===== src/rtl/sram_fifo_pkg.sv =====
// sram_fifo_pkg: shared widths and output-buffer depth for the SRAM-backed FIFO controller.
package sram_fifo_pkg;
  localparam int AW_DEF = 9;
  localparam int DW_DEF = 64;
  localparam int OBUF_DEPTH = 2;
endpackage


===== src/rtl/sram_fifo_obuf.sv =====
// sram_fifo_obuf: 2-entry output buffer; slot 0 is the head, capture is credit-guaranteed by the controller.
module sram_fifo_obuf
  import sram_fifo_pkg::*;
#(
  parameter int DW = DW_DEF
) (
  input  logic          clk_i,
  input  logic          rst_i,
  input  logic          in_valid_i,
  input  logic [DW-1:0] in_data_i,
  output logic          out_valid_o,
  input  logic          out_ready_i,
  output logic [DW-1:0] out_data_o,
  output logic [1:0]    cnt_o
);
  logic [DW-1:0] d0_q, d0_d, d1_q, d1_d;
  logic [1:0] cnt_q, cnt_d, idx;
  logic pop;
  always_comb begin
    pop = out_ready_i && cnt_q != 2'd0;
    idx = cnt_q - {1'b0, pop};
    d0_d = (in_valid_i && idx == 2'd0) ? in_data_i : pop ? d1_q : d0_q;
    d1_d = (in_valid_i && idx == 2'd1) ? in_data_i : d1_q;
    cnt_d = cnt_q + {1'b0, in_valid_i} - {1'b0, pop};
  end
  always_ff @(posedge clk_i) begin
    if (rst_i) begin
      cnt_q <= '0;
      d0_q <= '0;
      d1_q <= '0;
    end else begin
      cnt_q <= cnt_d;
      d0_q <= d0_d;
      d1_q <= d1_d;
    end
  end
  assign out_valid_o = cnt_q != 2'd0;
  assign out_data_o = d0_q;
  assign cnt_o = cnt_q;
endmodule


===== src/rtl/sram_fifo_ctrl.sv =====
// sram_fifo_ctrl: FIFO controller around an external dual-port SRAM with a 2-entry prefetch buffer.
module sram_fifo_ctrl
  import sram_fifo_pkg::*;
#(
  parameter int AW = AW_DEF,
  parameter int DW = DW_DEF
) (
  input  logic          clk_i,
  input  logic          rst_i,
  input  logic          flush_i,
  input  logic          wr_valid_i,
  output logic          wr_ready_o,
  input  logic [DW-1:0] wr_data_i,
  output logic          rd_valid_o,
  input  logic          rd_ready_i,
  output logic [DW-1:0] rd_data_o,
  output logic [AW:0]   level_o,
  output logic          full_o,
  output logic          empty_o,
  output logic          sram_cenA_o,
  output logic [AW-1:0] sram_aA_o,
  output logic          sram_cenB_o,
  output logic [AW-1:0] sram_aB_o,
  output logic [DW-1:0] sram_d_o,
  output logic [DW-1:0] sram_bw_o,
  input  logic [DW-1:0] sram_q_i,
  output logic          sram_deepsleep_o,
  output logic          sram_powergate_o
);
  localparam int DEPTH = 2 ** AW;
  logic [AW-1:0] wptr_q, wptr_d, rptr_q, rptr_d;
  logic [AW:0] cnt_q, cnt_d;
  logic infl_q, infl_d;
  logic clr, full, pop, wr_fire, rd_issue;
  logic [1:0] buf_cnt;
  logic [2:0] occ;
  // A pop on this edge frees a buffer slot, so the refill read can issue in the same cycle.
  always_comb begin
    clr = rst_i || flush_i;
    full = cnt_q == (AW+1)'(DEPTH);
    pop = rd_valid_o && rd_ready_i;
    wr_fire = wr_valid_i && !full && !clr;
    occ = {1'b0, buf_cnt} + {2'b0, infl_q} - {2'b0, pop};
    rd_issue = !clr && cnt_q != '0 && occ < 3'(OBUF_DEPTH);
    wptr_d = flush_i ? '0 : wptr_q + AW'(wr_fire);
    rptr_d = flush_i ? '0 : rptr_q + AW'(rd_issue);
    cnt_d = flush_i ? '0 : cnt_q + (AW+1)'(wr_fire) - (AW+1)'(rd_issue);
    infl_d = rd_issue;
  end
  always_ff @(posedge clk_i) begin
    if (rst_i) begin
      wptr_q <= '0;
      rptr_q <= '0;
      cnt_q <= '0;
      infl_q <= 1'b0;
    end else begin
      wptr_q <= wptr_d;
      rptr_q <= rptr_d;
      cnt_q <= cnt_d;
      infl_q <= infl_d;
    end
  end
  sram_fifo_obuf #(.DW(DW)) u_obuf (
    .clk_i      (clk_i),
    .rst_i      (clr),
    .in_valid_i (infl_q),
    .in_data_i  (sram_q_i),
    .out_valid_o(rd_valid_o),
    .out_ready_i(rd_ready_i),
    .out_data_o (rd_data_o),
    .cnt_o      (buf_cnt)
  );
  assign level_o = cnt_q + (AW+1)'(buf_cnt) + (AW+1)'(infl_q);
  assign full_o = full;
  assign wr_ready_o = !full;
  assign empty_o = level_o == '0;
  assign sram_cenA_o = !rd_issue;
  assign sram_aA_o = rptr_q;
  assign sram_cenB_o = !wr_fire;
  assign sram_aB_o = wptr_q;
  assign sram_d_o = wr_data_i;
  assign sram_bw_o = '1;
  assign sram_deepsleep_o = 1'b0;
  assign sram_powergate_o = 1'b0;
endmodule


===== config.mk =====
export PLATFORM = sky130hd
export DESIGN_NAME = sram_fifo_ctrl
export DESIGN_NICKNAME = d
export VERILOG_FILES = /design/src/rtl/sram_fifo_pkg.sv /design/src/rtl/sram_fifo_obuf.sv /design/src/rtl/sram_fifo_ctrl.sv
export SDC_FILE = /design/constraint.sdc
export NUM_CORES = 1
export LEC_CHECK = 0
export ABC_CLOCK_PERIOD_IN_PS = 6390
export CORE_AREA = 2 2 141 143
export DETAILED_ROUTE_END_ITERATION = 10
export DIE_AREA = 0 0 143 145
export DONT_BUFFER_PORTS = 1
export GPL_TIMING_DRIVEN = 0
export HOLD_SLACK_MARGIN = 0.02
export PLACE_DENSITY = 0.66
export SYNTH_ARGS = -nofsm -noshare
export SYNTH_HDL_FRONTEND = slang
export SYNTH_SLANG_ARGS = --single-unit

===== constraint.sdc =====
create_clock -name clk_i -period 6.39 [get_ports clk_i]
set_input_delay 1.278 -clock clk_i [delete_from_list [all_inputs] [get_ports clk_i]]
set_output_delay 1.278 -clock clk_i [all_outputs]
set_load 0.05 [all_outputs]

# Word level (Yosys, flattened, before mapping)
# Index checks and enable logic that the tools add are counted.
# word_totals
regBits	159
elab_cells	41
out_inout_bits	228
in_bits	133
# classes
addsub	11
order_cmp	1
n_reduce_logical	18
n_eq_ne	2
mux	2
# ops
operator	count
2-to-1 mux 64 bit	2
adder 10 x 1 -> 10 bit	2
adder 9 x 1 -> 9 bit	2
adder 10 x 2 -> 10 bit	1
== test 10 bit (second input constant)	1
zero test 10 bit	1
nonzero test 10 bit	1
subtractor 10 x 1 -> 10 bit	1
logical AND 1 bit	7
zero test 1 bit	4
nonzero test 2 bit	2
subtractor 2 x 1 -> 2 bit	2
adder 2 x 1 -> 3 bit	1
< comparator 3 x 2 -> 1 bit (second input constant)	1
subtractor 3 x 1 -> 3 bit	1
adder 2 x 1 -> 2 bit	1
== test 2 x 1 -> 1 bit (second input constant)	1
zero test 2 bit	1
OR reduction 2 bit	1
logical OR 1 bit	1

# Longest topological paths before layout
# depth
word_depth	6
depth_mapped	24
depth_no_buf	22

# Hierarchy
# Synthesis repeated with hierarchy kept, for this count alone.
# unflattened
cells_unflattened	1014
hier_area_um2	8291.7
# modules_own_cells
mod	seq_area_each_um2	cells_per_inst	area_per_inst_um2	instances
sram_fifo_obuf	2602.5	669	5450.2	1
sram_fifo_ctrl	580.6	345	2841.5	1

# Worst setup path before layout
# Ideal clock, no wire load.
# synth_path
path_kind	input port to flip-flop
startpoint	input port rd_ready_i
endpoint	register cnt_q[8]
stages	22
n_path_buf	2
arrival_ns	4.719
t_required_ns	6.262
setup_ns	0.128
slack_ns	1.543
cell_sequence	nand2_1 buf_4 buf_4 inv_1 ha_1 inv_2 ha_1 inv_1 fa_1 xnor2_1 nand3_1 a21oi_1 ha_1 inv_1 ha_1 inv_1 fa_1 nand2b_1 a211oi_1 o31ai_1 xor2_1 nor2_1
# synth_between
elab_chain_cells	5
# synth_rtl
element	line_no	text
from (decl)	sram_fifo_ctrl.sv:15	input logic rd_ready_i,
logical AND 1 bit	sram_fifo_ctrl.sv:41	pop = rd_valid_o && rd_ready_i;
subtractor 3 x 1 -> 3 bit	sram_fifo_ctrl.sv:43	occ = {1'b0, buf_cnt} + {2'b0, infl_q} - {2'b0, pop};
< comparator 3 x 2 -> 1 bit	sram_fifo_ctrl.sv:44	rd_issue = !clr && cnt_q != '0 && occ < 3'(OBUF_DEPTH);
logical AND 1 bit	sram_fifo_ctrl.sv:44	
via infl_d	sram_fifo_ctrl.sv:33	logic infl_q, infl_d;
subtractor 10 x 1 -> 10 bit	sram_fifo_ctrl.sv:47	cnt_d = flush_i ? '0 : cnt_q + (AW+1)'(wr_fire) - (AW+1)'(rd_issue);
to (signal assigned)	sram_fifo_ctrl.sv:59	cnt_q <= cnt_d;
to (decl)	sram_fifo_ctrl.sv:32	logic [AW:0] cnt_q, cnt_d;
# The timed path passes the listed nets, and every way through them passes these cells.
# A chain may end at the register's enable or synchronous reset.

# Worst setup path after layout
# layout_path
startpoint	register cnt_q[0]
endpoint	output port empty_o
# layout_between
elab_chain_cells	3
# layout_rtl
element	line_no	text
adder 10 x 2 -> 10 bit	sram_fifo_ctrl.sv:73	assign level_o = cnt_q + (AW+1)'(buf_cnt) + (AW+1)'(infl_q);
adder 10 x 1 -> 10 bit	sram_fifo_ctrl.sv:73	
via level_o[6]	sram_fifo_ctrl.sv:17	output logic [AW:0] level_o,
zero test 10 bit	sram_fifo_ctrl.sv:76	assign empty_o = level_o == '0;
to (decl)	sram_fifo_ctrl.sv:19	output logic empty_o,
# The timed path passes the listed nets, and every way through them passes these cells.

==> flow_metrics.py <==
metrics = {
    "status": {
        "status": "finished, final reports clean",
    },
    "die": {
        "start_util_pct": 41.3,
        "ios": 361,
        "die_y_um": 145,
        "core_sq_um": 19200,
        "dieArea_sq_um": 20700,
        "rows": 51,
        "dieWidth_um": 143,
    },
    "critical_path": {
        "cp-start-kind": "register",
        "cp_top_family": "simple AND/OR/NAND/NOR gates",
        "cpPeakStageDelay_ps": 880,
        "arrival_ps": 4040,
        "critical-path-top-cell-by-count": "fa_1",
        "cp_cell_sequence": "inv_1 -> fa_1 -> fa_1 -> nand3b_1 -> xnor2_1 -> nor4_1 -> or3b_1 -> nor4_2",
        "regToRegSetupSlack_ps": 1160,
        "critPathRequiredTime_ps": 5110,
        "r2r-start": "u_obuf.cnt_o[1]",
        "end_kind": "primary output",
        "path_class": "reg -> out",
        "crit_slowest_cell": "nor4_2",
        "critPathBufInv": 1,
        "cp-startpoint": "cnt_q[0]",
        "cp_max_fo": 5,
    },
    "synth": {
        "yosys.cell_types.count": 39,
        "syn_area_per_cell_sq_um": 8.57,
        "synthTopCellsByArea": "dfxtp_1 (40%), buf_4 (13%), mux2i_1 (8.1%)",
        "syn_inst": 925,
        "synth_most_common_cell": "dfxtp_1",
        "synth_edf_count": 0,
        "synth_top_flop_cell": "dfxtp_1",
        "synth-seq-area-share_pct": 40.1,
        "yosysTopAreaCellShare_pct": 40.1,
        "synth_area_sq_um": 7930,
        "async_reset_ff_share_pct": 0,
        "ys_warn_count": 0,
        "synth_commonest_cells": "dfxtp_1 (159), nand2_1 (138), buf_4 (135), nor2_1 (85), a21oi_1 (79)",
        "synth_top_area_cell": "dfxtp_1",
        "synth-seq-cells": 159,
    },
    "timing": {
        "max_freq_mhz": 188,
        "finalCritPeriodShare_pct": 83.2,
        "rsz0062_at_grt": "no",
        "hold_viol": 0,
        "timing.setup.tns_ps": 0,
        "final.min_clock_period_ps": 5320,
        "worst_pin_slew_ps": 1240,
        "slew_viol_final": 0,
        "maxSlewHeadroom_pct": 17.1,
        "holdWs_ps": 453,
        "setup_viol": 0,
        "finClkSkew_ps": 9.52,
    },
    "power_and_ir_drop": {
        "power_frac_seq_pct": 39.1,
        "p_leak_nw": 3.95,
        "p_int_mw": 2.02,
        "clkPwrFrac_pct": 29.6,
        "power.net_switching_mw": 1.41,
        "powerDensity_nw_per_um2": 378,
        "p_comb_share_pct": 31.2,
        "ir_drop_mv": 0.206,
        "sw_frac_of_total_pct": 41.1,
    },
    "route": {
        "drt-vias-per-instance": 4.77,
        "dr_total_vias": 6121,
        "drcViolationCount": 0,
        "routedWlPerCell_um": 15.1,
        "drt_iter0_drc": 211,
        "first_pass_iters": 4,
        "wirelength_um": 19400,
        "postRouteAntennaNets": 0,
    },
    "global_routing": {
        "first_global_vias": 5814,
        "grt_pass1_wl_um": 30000,
        "antenna_found_initial": 0,
        "grt_max_degree": 17,
        "track_usage_pct": 18.4,
        "grt_overflow_total": 0,
    },
    "finish": {
        "utilization_pct": 47.3,
        "layout-drive-gt1-share_pct": 17.6,
        "n_fill_cell": 1898,
        "fin_nets": 1174,
        "finalInstanceArea_sq_um": 9090,
        "antenna_cells": 0,
        "syn_to_final_growth_pct": 14.6,
    },
    "clock_tree": {
        "cts_max_path_buffers": 2,
        "cts_setup_buffers": 0,
        "cts.sinks": 159,
        "ctsResizeCount": 0,
        "numCtsBuffers": 17,
        "cts_root_buf": "clkbuf_16",
        "clk_latency_ps": 420,
        "cts_tree": "built",
        "h-tree-depth": 4,
        "hold_buffers": 0,
        "path_clk_slew_ps": 60,
    },
    "hold_path": {
        "worstHoldStart": "u_obuf.d1_q[50]",
        "hold_class": "reg -> reg",
    },
    "place": {
        "placed_area_sq_um": 8500,
        "gp_congestion": 0.813,
        "io_buffers": 0,
        "dp_hpwl_um": 14600,
    },
    "job": {
        "maxCapViolations": 0,
    },
}
-- through the flow --
step	cells	total power, mW	setup slack (ps)
floorplan	989	2.26	1540
global placement	1254	2.43	933
detailed placement	1254	2.44	865
CTS	1284	3.47	1020
global route	1284	3.62	672
finish	1284	3.43	1070
-- final timing paths --
check | to | cells past startpoint
worst max-delay path | empty_o | 8
worst min-delay path | u_obuf.d1_q[50] | 2
worst max register to register | cnt_q[8] | 24
worst min register to register | u_obuf.d1_q[50] | 2
-- cells by family (layout without fill, tap and decap cells) --
logic type,count (synthesis),count (layout),share of synthesized area (%)
simple gates,274,274,14.6
xor+xnor,24,24,2.65
fa+ha+maj,33,33,5.58
flops,159,159,40.1
compound gates,159,159,12.3
other cells,2,66,0.0947
mux,64,64,8.08
buf+inv,210,240,16.5
-- per-layer routing --
metal	global-route usage (%)	routed length, um	up-vias
li1	-	-	3058
met1	21.0	7840	2793
met2	31.4	9470	243
met3	7.06	1780	27
met4	5.69	329	0
met5	0	0	-
-- registers in the layout, indices dropped and copies added (netlist names) --
signal / count
sram_aB_o: 9
sram_aA_o: 9
u_obuf.cnt_o: 2
u_obuf.d1_q: 64
infl_q: 1
u_obuf.out_data_o: 64
cnt_q: 10
-- final cells by class --
| type | count | area (sq um) | share of cell area (%) |
|---|---|---|---|
| clock buffers | 20 | 457 | 5.02 |
| flip-flops and latches | 159 | 3180 | 35.0 |
| well taps | 265 | 332 | 3.65 |
| plain buffers | 181 | 1200 | 13.2 |
| multi-input cells | 620 | 3680 | 40.5 |
| clock inverters | 10 | 130 | 1.43 |
| inverters | 29 | 109 | 1.20 |
-- power groups by stage --
stage	Clock, mW	Combinational [mW]	Sequential [mW]
final	1.02	1.07	1.34
after detailed placement	0	1.08	1.37
after global placement	0	1.07	1.36
after global routing	1.08	1.19	1.35
after floorplan	0	0.928	1.33
after CTS	1.05	1.08	1.34
-- cell usage in the layout (no fill, tap or decap), types with 13 or more instances in the layout --
master / synthesis / final
dfxtp_1: 159 / 159
nand2_1: 138 / 138
buf_4: 135 / 135
nor2_1: 85 / 85
a21oi_1: 79 / 79
conb_1: 2 / 66
a211oi_1: 65 / 65
mux2i_1: 64 / 64
clkbuf_1: 37 / 38
ha_1: 29 / 29
inv_1: 28 / 28
clkbuf_16: 0 / 17
xnor2_1: 15 / 15
nand3_1: 13 / 13
-- tightest hold or removal path, stage by stage (launching register included) --
cell     delay [ps]
dfxtp_1         300
nand2_1          50
a21oi_1          50
No activity file was read; power rests on OpenSTA's default activity.
